## config.mk

```make
export PLATFORM = sky130hd
export DESIGN_NAME = mobo_bus_arbiter
export DESIGN_NICKNAME = d
export VERILOG_FILES = /design/src/rtl/mobo_bus_arbiter.sv
export SDC_FILE = /design/constraint.sdc
export NUM_CORES = 1
export LEC_CHECK = 0
export ABC_AREA = 1
export CORE_ASPECT_RATIO = 0.6
export CORE_MARGIN = 4
export CORE_UTILIZATION = 42
export DETAILED_ROUTE_END_ITERATION = 7
export GPL_ROUTABILITY_DRIVEN = 0
export GPL_TIMING_DRIVEN = 0
export PLACE_DENSITY = 0.84
export SLEW_MARGIN = 25
export SYNTH_ARGS = -nofsm -noshare
export SYNTH_HDL_FRONTEND = slang
export SYNTH_SLANG_ARGS = --single-unit
```

## constraint.sdc

```tcl
create_clock -name clk -period 2.6 [get_ports clk]
set_input_delay 0.26 -clock clk [delete_from_list [all_inputs] [get_ports clk]]
set_output_delay 0.26 -clock clk [all_outputs]
set_load 0.03 [all_outputs]
```

## src/rtl/mobo_bus_arbiter.sv

```systemverilog
// Round-robin arbiter that shares the motherboard bus between the cpu (m0)
// and the VGA reader (m1). One transaction at a time, a ready handshake to the
// target, and a timeout so a dead target cannot stall a requester forever.
module mobo_bus_arbiter #(
    parameter int unsigned word_width     = 32,
    parameter int unsigned timeout_cycles = 16
) (
    input  logic                  clk,
    input  logic                  rst,

    input  logic                  m0_req,
    input  logic                  m0_we,
    input  logic [word_width-1:0] m0_addr,
    input  logic [word_width-1:0] m0_wdata,
    output logic                  m0_gnt,
    output logic                  m0_done,
    output logic                  m0_err,
    output logic [word_width-1:0] m0_rdata,

    input  logic                  m1_req,
    input  logic                  m1_we,
    input  logic [word_width-1:0] m1_addr,
    input  logic [word_width-1:0] m1_wdata,
    output logic                  m1_gnt,
    output logic                  m1_done,
    output logic                  m1_err,
    output logic [word_width-1:0] m1_rdata,

    output logic                  bus_valid,
    output logic                  bus_we,
    output logic [word_width-1:0] bus_addr,
    output logic [word_width-1:0] bus_wdata,
    input  logic                  bus_ready,
    input  logic [word_width-1:0] bus_rdata
);

    localparam int unsigned cnt_width = (timeout_cycles > 1) ? $clog2(timeout_cycles) : 1;
    localparam logic [cnt_width-1:0] cnt_last = cnt_width'(timeout_cycles - 1);

    typedef enum logic [1:0] {
        ST_IDLE = 2'd0,
        ST_BUSY = 2'd1,
        ST_RESP = 2'd2
    } state_t;

    state_t               state;
    logic                 owner;        // 0 = m0, 1 = m1
    logic                 last_served;  // 0 = m0, 1 = m1
    logic [cnt_width-1:0] cnt;
    logic                 pick_m1;
    logic                 timed_out;

    // Winner of an IDLE decision: m1 only if it requests and m0 does not, or
    // both request and m0 was served last.
    assign pick_m1   = m1_req && (!m0_req || !last_served);
    assign timed_out = (timeout_cycles != 0) && (cnt == cnt_last);

    // Arbitration FSM with all outputs registered.
    always_ff @(posedge clk) begin
        if (rst) begin
            state       <= ST_IDLE;
            owner       <= 1'b0;
            last_served <= 1'b1;
            cnt         <= '0;
            m0_gnt      <= 1'b0;
            m0_done     <= 1'b0;
            m0_err      <= 1'b0;
            m0_rdata    <= '0;
            m1_gnt      <= 1'b0;
            m1_done     <= 1'b0;
            m1_err      <= 1'b0;
            m1_rdata    <= '0;
            bus_valid   <= 1'b0;
            bus_we      <= 1'b0;
            bus_addr    <= '0;
            bus_wdata   <= '0;
        end else begin
            case (state)
                ST_IDLE: begin
                    if (m0_req || m1_req) begin
                        owner     <= pick_m1;
                        m0_gnt    <= !pick_m1;
                        m1_gnt    <= pick_m1;
                        bus_valid <= 1'b1;
                        bus_we    <= pick_m1 ? m1_we    : m0_we;
                        bus_addr  <= pick_m1 ? m1_addr  : m0_addr;
                        bus_wdata <= pick_m1 ? m1_wdata : m0_wdata;
                        cnt       <= '0;
                        state     <= ST_BUSY;
                    end
                end

                ST_BUSY: begin
                    if (bus_ready) begin
                        // Ready beats a simultaneous terminal count.
                        if (owner) begin
                            m1_done <= 1'b1;
                            m1_err  <= 1'b0;
                            if (!bus_we) m1_rdata <= bus_rdata;
                        end else begin
                            m0_done <= 1'b1;
                            m0_err  <= 1'b0;
                            if (!bus_we) m0_rdata <= bus_rdata;
                        end
                        bus_valid <= 1'b0;
                        state     <= ST_RESP;
                    end else if (timed_out) begin
                        if (owner) begin
                            m1_done <= 1'b1;
                            m1_err  <= 1'b1;
                        end else begin
                            m0_done <= 1'b1;
                            m0_err  <= 1'b1;
                        end
                        bus_valid <= 1'b0;
                        state     <= ST_RESP;
                    end else begin
                        cnt <= cnt + cnt_width'(1);
                    end
                end

                ST_RESP: begin
                    m0_done     <= 1'b0;
                    m1_done     <= 1'b0;
                    m0_gnt      <= 1'b0;
                    m1_gnt      <= 1'b0;
                    last_served <= owner;
                    state       <= ST_IDLE;
                end

                default: state <= ST_IDLE;
            endcase
        end
    end

endmodule

```

==> results.md, run 1 <==
* Min cycle time layout at 1.89 ns
* Initial antenna violation count at 0
* Non-Filler Instances at ~1300
* Max layer used: met4
* VDD IR max at 0.000431 V
* Initial core utilization at 43.6%
* Final net count at 1243
* DRC viols at 0
* Reg2reg setup slack at 0.71 ns
* Syn Area/Cell at 7.56 sq um
* Unique masters post-synth at 23
* Clk Latency, worst-skew pair at between 0.4 and 0.5 ns
* Critical path required time at 2.92 ns
* Hold Vio Cnt, Final at 0
* FF-to-FF End: bus_wdata[16]
* Hold path start: rst
* Boundary Pins at 303
* Critical path startpoint: state[1]
* Post-CTS Hold Buffers at 0
* Post-layout util at 72.9%
* Area delta synth->final at 67.2%
* Placed instance count at 1221
* Fill count at 997
* 1st-pass router iterations at 5
* Worst hold slack at 0.137 ns
* Area of the die at 15500 sq um
* Vias per inst at 5.20
* Status: finished, final reports clean
* Gr usage total at approximately 27%
* Mapped Nets at 923
* CTS Buf Count at 17
* Ant diodes at 0
* Met2 wirelength from detailed routing at 9.96 mm
* Total Wirelength at 21.7 mm
* Wire length on met3 at 2.15 mm
* Die height at 98.0 microns
* Clk pin slew, worst setup/hold paths at 0.06 ns
* Clock buffer depth at 2
* Cells taking the most area after synthesis: dfxtp_1 (51%), o21ai_0 (11%), nand2_1 (10%)
* Post-route cell area at 9480 sq um
* Number of max-cap violations at 0
* Synthesized cell area at around 5700 sq um
* WP data arrival at ~2.2 ns
* Post-CTS Resized at 0
* Gr ovfl total at 0
* Cell Area, Placed at 8900 sq um
* Leak pwr at roughly 3.9 nW
* Clock Skew at 0.0101 ns
* Largest net degree at the start of global routing at 17
* Yosys top cell by area: dfxtp_1
* Chip Width at 158 microns
* Fin Setup TNS at 0 ns
* Core area at 13000 sq um
* CTS Sinks at 144
* CP endpoint kind: flip-flop
* Startpoint types: flip-flop
* Register area at between 2000 and 3000 sq um
* Wl on met1 at 9.07 mm
* Total power at 8.08 mW
* HPWL Detailed at 16.6 mm
* PortBufs at roughly 300
* Worst-margin pin slew at 0.596 ns
* RR Startpoint: state[1]
* Root buffer cell: clkbuf_16
* Fmax at 530 MHz
* Setup slack after layout at about 0.71 ns
* Number of synthesis warnings at 0
* Seq/Total Area, Yosys at 50.8%
* Antenna-violating nets left at 0
* Crit share post-route at slightly above 70%
* Routed len/inst at 17.3 microns
* Worst hold-check path type: input pin to flip-flop
* Slew headroom at 60.3%
* Setup Slack @ Placement at 0.545 ns
* Pwr per Cell Area at roughly 850 nW/um^2
* Final setup fails at 0
* First-pass GRT wire length at 33.1 mm
* Post-CTS Setup Inserts at 0
* WS Path Type: flip-flop to flip-flop
* Mapped Cells at 750
* Multi-input gate area at 2470 sq um
* #FFs+latches synth at 144
* H-tree levels at 4
* RSZ-0062 raised after global routing: false
* Top-area cell type share of the netlist area at 50.8%
* Row Count at 32
* Starting DRT DRC Count at 407
* Share of layout cells above drive strength 1 at 6.01%
* R2R depth at 7
* Crit path to: bus_wdata[16]
* Max FO, Critical Path at 10
* Final Max Tran Viols at 0
* CTS tree: yes
* Vias in the first global route at 6277
* Vias at 6505
final cells by class:
type,instances,share of cell area [%]
repair buffers,301,31.8
well taps,170,2.24
multi-input cells,532,26.1
clock inverters,12,1.41
plain buffers,57,2.67
inverters,17,0.673
clock buffers,19,4.78
flip-flops and latches,144,30.4
worst max-delay path: stages (launching register included):
cell      delay (ns)
dfxtp_1         0.33
inv_1           0.12
ha_1            0.28
inv_2           0.08
nor2_4          0.19
clkbuf_1        0.40
o21ai_0         0.20
a31oi_1         0.21
flip-flops by register name, summed over array words and instances, names as in the netlist, 2 cells and up:
| signal | cells |
|---|---|
| bus_addr | 32 |
| bus_wdata | 32 |
| state | 2 |
| cnt | 4 |
| m0_rdata | 32 |
| m1_rdata | 32 |
layer usage:
| layer | up-vias | track usage [%] |
|---|---|---|
| li1 | 3149 | - |
| met1 | 3007 | 34.5 |
| met2 | 303 | 43.9 |
| met3 | 46 | 8.64 |
| met4 | 0 | 8.06 |
| met5 | - | 0 |
synth_stat cells:
master,instances
o21ba_2,1
nand2_1,157
dfxtp_1,144
o21ai_1,10
nand2_4,1
o211ai_1,1
a31oi_1,66
clkbuf_1,30
o21ai_0,124
nand3_1,10
inv_2,4
inv_1,13
nand4_1,1
buf_1,2
a21oi_1,10
ha_1,6
nor2_4,1
buf_2,22
buf_4,3
nor2_1,139
o21a_1,2
a21boi_0,1
nor3_4,2
placed cells by master (no fill, tap or decap):
cell	synthesis	routed
clkdlybuf4s50_1	0	301
nand2_1	157	157
dfxtp_1	144	144
nor2_1	139	139
o21ai_0	124	124
a31oi_1	66	66
clkbuf_1	30	30
buf_2	22	22
clkbuf_16	0	17
inv_1	13	13
o21ai_1	10	10
nand3_1	10	10
a21oi_1	10	10
ha_1	6	6
inv_2	4	4
buf_4	3	3
clkinv_2	0	3
clkinv_4	0	3
nor3_4	2	2
buf_1	2	2
o21a_1	2	2
clkbuf_8	0	2
bufinv_16	0	2
clkinvlp_4	0	2
inv_6	0	2
nand2_4	1	1
nor2_4	1	1
o211ai_1	1	1
nand4_1	1	1
a21boi_0	1	1
o21ba_2	1	1
power breakdown:
group	internal [mW]	total, mW	switching [mW]
Clock	1.46	2.41	0.949
Sequential	2.59	2.80	0.213
Combinational	1.14	2.86	1.72
Total	5.20	8.08	2.88
cell families (layout without fill, tap and decap cells):
| logic type | count (synthesis) | count (layout) | share of synthesized area (%) |
|---|---|---|---|
| DFF | 144 | 144 | 50.8 |
| AOI/OAI and AO/OA | 215 | 215 | 20.7 |
| adders and majority gates | 6 | 6 | 1.32 |
| buffers and inverters | 74 | 406 | 5.58 |
| and+or+nand+nor | 311 | 311 | 21.6 |
worst min path at each step:
stage | endpoint | slack (ns) | depth (start not counted)
floorplan | m0_rdata[24] | 0.39 | 2
global placement | m0_err | 0.45 | 1
detailed placement | m0_err | 0.46 | 1
CTS | cnt[1] | 0.12 | 2
global route | cnt[1] | 0.13 | 2
finish | bus_valid | 0.14 | 2
(Power assumes the default switching activity.)
==> run 2: changes to the inputs <==
- CORE_UTILIZATION: 42 -> 35
- PLACE_DENSITY: 0.84 -> 0.75
- clock period: 2.6 -> 1.69 ns (I/O delays scaled with it)
==> run 2 against run 1 <==
  * Clock power is 66% higher
  * Hold slack worse by 0.10 ns
  * Utilization is 11 points lower
  * Critical path depth is 6 lower
  * Largest power group unchanged
  * Routed wire length hardly changed
  * Final area is 2.4% higher
  * Die area is 19% higher
  * Global-route usage is 4.7 points lower
  * Register-to-register slack worse by 0.61 ns
  * Via count is 2.8% lower
  * Non-clock buffer count is 8 higher
  * Critical path type is now flip-flop to primary output
==> results.md, run 2 (synthesized netlist as in run 1, its figures left out) <==
* Status: finished, final reports clean (unchanged)
* Multi-input gate area at 2490 sq um (was 2470 sq um)
* 1st-pass router iterations at 4 (was 5)
* Critical path required time at 1.52 ns (was 2.92 ns)
* WS Path Type: flip-flop to primary output (was flip-flop to flip-flop)
* Crit share post-route at a little over nine tenths
* R2R depth at 10 (was 7)
* Clk pin slew, worst setup/hold paths at 0.07 ns (was 0.06 ns)
* DRC viols at 0 (unchanged)
* H-tree levels at 4 (unchanged)
* Gr usage total at 22.3% (was 27.0%)
* HPWL Detailed at 16.4 mm (was 16.6 mm)
* Hold Vio Cnt, Final at 0 (unchanged)
* Final setup fails at 0 (unchanged)
* Initial antenna violation count at 0 (unchanged)
* Pwr per Cell Area at 1320 nW/um^2 (was 852 nW/um^2)
* Fin Setup TNS at 0 ns (unchanged)
* CP top delay family: buffers and inverters (unchanged)
* Routed len/inst at 16.8 microns (was 17.3 microns)
* WP data arrival at 1.48 ns (was 2.21 ns)
* Commonest non-fill, non-tap cell in the layout: clkdlybuf4s50_1 (unchanged)
* Number of max-cap violations at 0 (unchanged)
* Die height at 107 microns (was 98.0 microns)
* Area delta synth->final at 71.3% (was 67.2%)
* Worst-margin pin slew at 0.543 ns (was 0.596 ns)
* Chip Width at 172 microns (was 158 microns)
* Largest net degree at the start of global routing at 17 (unchanged)
* Commonest non-fill, non-tap cells in the layout: clkdlybuf4s50_1 (295), nand2_1 (157), dfxtp_1 (144) (was clkdlybuf4s50_1 (301), nand2_1 (157), dfxtp_1 (144))
* RR Startpoint: state[1] (unchanged)
* Clock Skew at 0.0144 ns (was 0.0101 ns)
* Reg2reg setup slack at 0.10 ns (was 0.71 ns)
* Leak pwr at 4.05 nW (was 3.87 nW)
* Max FO, Critical Path at 2 (was 10)
* VDD IR max at 0.000618 V (was 0.000431 V)
* Share of layout cells above drive strength 1 at 8.34% (was 6.01%)
* Met2 wirelength from detailed routing at 10.1 mm (was 9.96 mm)
* Register area at 2880 sq um (unchanged)
* Slew headroom at 63.8% (was 60.3%)
* Vias in the first global route at 5949 (was 6277)
* Antenna-violating nets left at 0 (unchanged)
* Row Count at 35 (was 32)
* Starting DRT DRC Count at 287 (was 407)
* Buf/Inv on CP at 1 (was 3)
* Gr ovfl total at 0 (unchanged)
* Root buffer cell: clkbuf_16 (unchanged)
* Post-CTS Hold Buffers at 0 (unchanged)
* Vias per inst at 4.89 (was 5.20)
* Hold path start: rst (unchanged)
* Critical-path cell list: clkdlybuf4s50_1 (was inv_1 > ha_1 > inv_2 > nor2_4 > clkbuf_1 > o21ai_0 > a31oi_1)
* CTS Sinks at 144 (unchanged)
* RSZ-0062 raised after global routing: false (unchanged)
* Fill count at 1371 (was 997)
* Clk Latency, worst-skew pair at 0.41 ns (about the same)
* Total Wirelength at 21.7 mm (about the same)
* WP depth at 1 (was 7)
* PortBufs at 301 (unchanged)
* CTS tree: yes (unchanged)
* Wire length on met3 at 2.06 mm (was 2.15 mm)
* Min cycle time layout at 1.65 ns
* Vias at 6322 (was 6505)
* Hold path depth at 2 (unchanged)
* Ant diodes at 0 (unchanged)
* Core area at 15600 sq um (was 13000 sq um)
* Max layer used: met4 (unchanged)
* Startpoint types: flip-flop (unchanged)
* Area of the die at 18400 sq um (was 15500 sq um)
* Worst hold-check path type: input pin to flip-flop (unchanged)
* Critical path startpoint: bus_addr[30] (was state[1])
* FF-to-FF End: m1_rdata[24] (was bus_wdata[16])
* Final net count at 1251 (was 1243)
* Hold Path Sink: cnt[1] (was bus_valid)
* CP endpoint kind: primary output (was flip-flop)
* Boundary Pins at 303 (unchanged)
* CTS Buf Count at 17 (unchanged)
* Clock buffer depth at 2 (unchanged)
* Initial core utilization at 36.4% (was 43.6%)
* Slowest library cell on the worst path: clkdlybuf4s50_1 (was clkbuf_1)
* First-pass GRT wire length at 32.1 mm (was 33.1 mm)
* Fmax at 607 MHz
* Wl on met1 at 9.39 mm (was 9.07 mm)
* Biggest cell delay along the critical path at 0.73 ns (was 0.40 ns)
* Worst hold slack at 0.0374 ns (was 0.137 ns)
* Final Max Tran Viols at 0 (unchanged)
run 2: cell types whose count changed in the layout (fill, tap and decap cells not counted), sizes merged:
cell and delta:
dlygate4sd2 +1, inv +6, clkdlybuf4s50 -6, clkinvlp +1, clkinv -5, buf +7
bufinv +1, clkbuf -1, dlymetal6s2s +5
run 2: cell type report:
type | instances | area share (%)
plain buffers | 56 | 3.05
clock inverters | 15 | 2.01
clock buffers | 17 | 4.38
well taps | 203 | 2.62
multi-input cells | 532 | 25.6
inverters | 17 | 0.657
repair buffers | 310 | 32.0
flip-flops and latches | 144 | 29.7
run 2: report_power, final:
part | total, mW | switching, mW | internal [mW] | leakage, nW
registers | 4.30 | 0.320 | 3.98 | 1.18
clock network | 3.99 | 1.61 | 2.38 | 0.297
logic | 4.53 | 2.66 | 1.88 | 2.57
total | 12.8 | 4.59 | 8.24 | 4.05
run 2: timing repair:
item / CTS / global route
resized for setup: 18 / 24
setup buffers: 5 / 4
setup endpoints to repair: 120 / 131
endpoints found under the hold margin: 0 / 0
pin swaps: 3 / 2
run 2: worst max path at each step:
stage,end
finish,bus_addr[30]
global placement,bus_addr[29]
global route,m0_rdata[31]
CTS,bus_wdata[19]
floorplan,m0_rdata[0]
detailed placement,m0_rdata[5]
run 2: routing by layer:
layer / global-route usage, % / up-vias
li1: - / 3169
met1: 28.4 / 2918
met2: 36.0 / 219
met3: 9.54 / 16
met4: 3.65 / 0
met5: 0 / -
run 2: metrics by stage:
stage | instance area [sq um] | power [mW] | utilization (%) | worst slack (ns) | std cells
CTS | 9630 | 12.8 | 61.8 | 0.00179 | 1290
global placement | 8940 | 8.71 | 57.3 | -0.225 | 1254
floorplan | 5670 | 6.70 | - | 0.236 | 750
detailed placement | 8940 | 8.73 | 57.3 | -0.252 | 1254
finish | 9710 | 12.8 | 62.3 | 0.0415 | 1294
global route | 9710 | 13.4 | 62.3 | 0.00291 | 1294
==> run 3: changes to the inputs <==
- CTS_CLUSTER_DIAMETER: default -> 60
- GPL_ROUTABILITY_DRIVEN: 0 -> default
- SLEW_MARGIN: 25 -> default
==> results of run 3 <==
Final layout, timing and power as in run 2 (identical DEF).
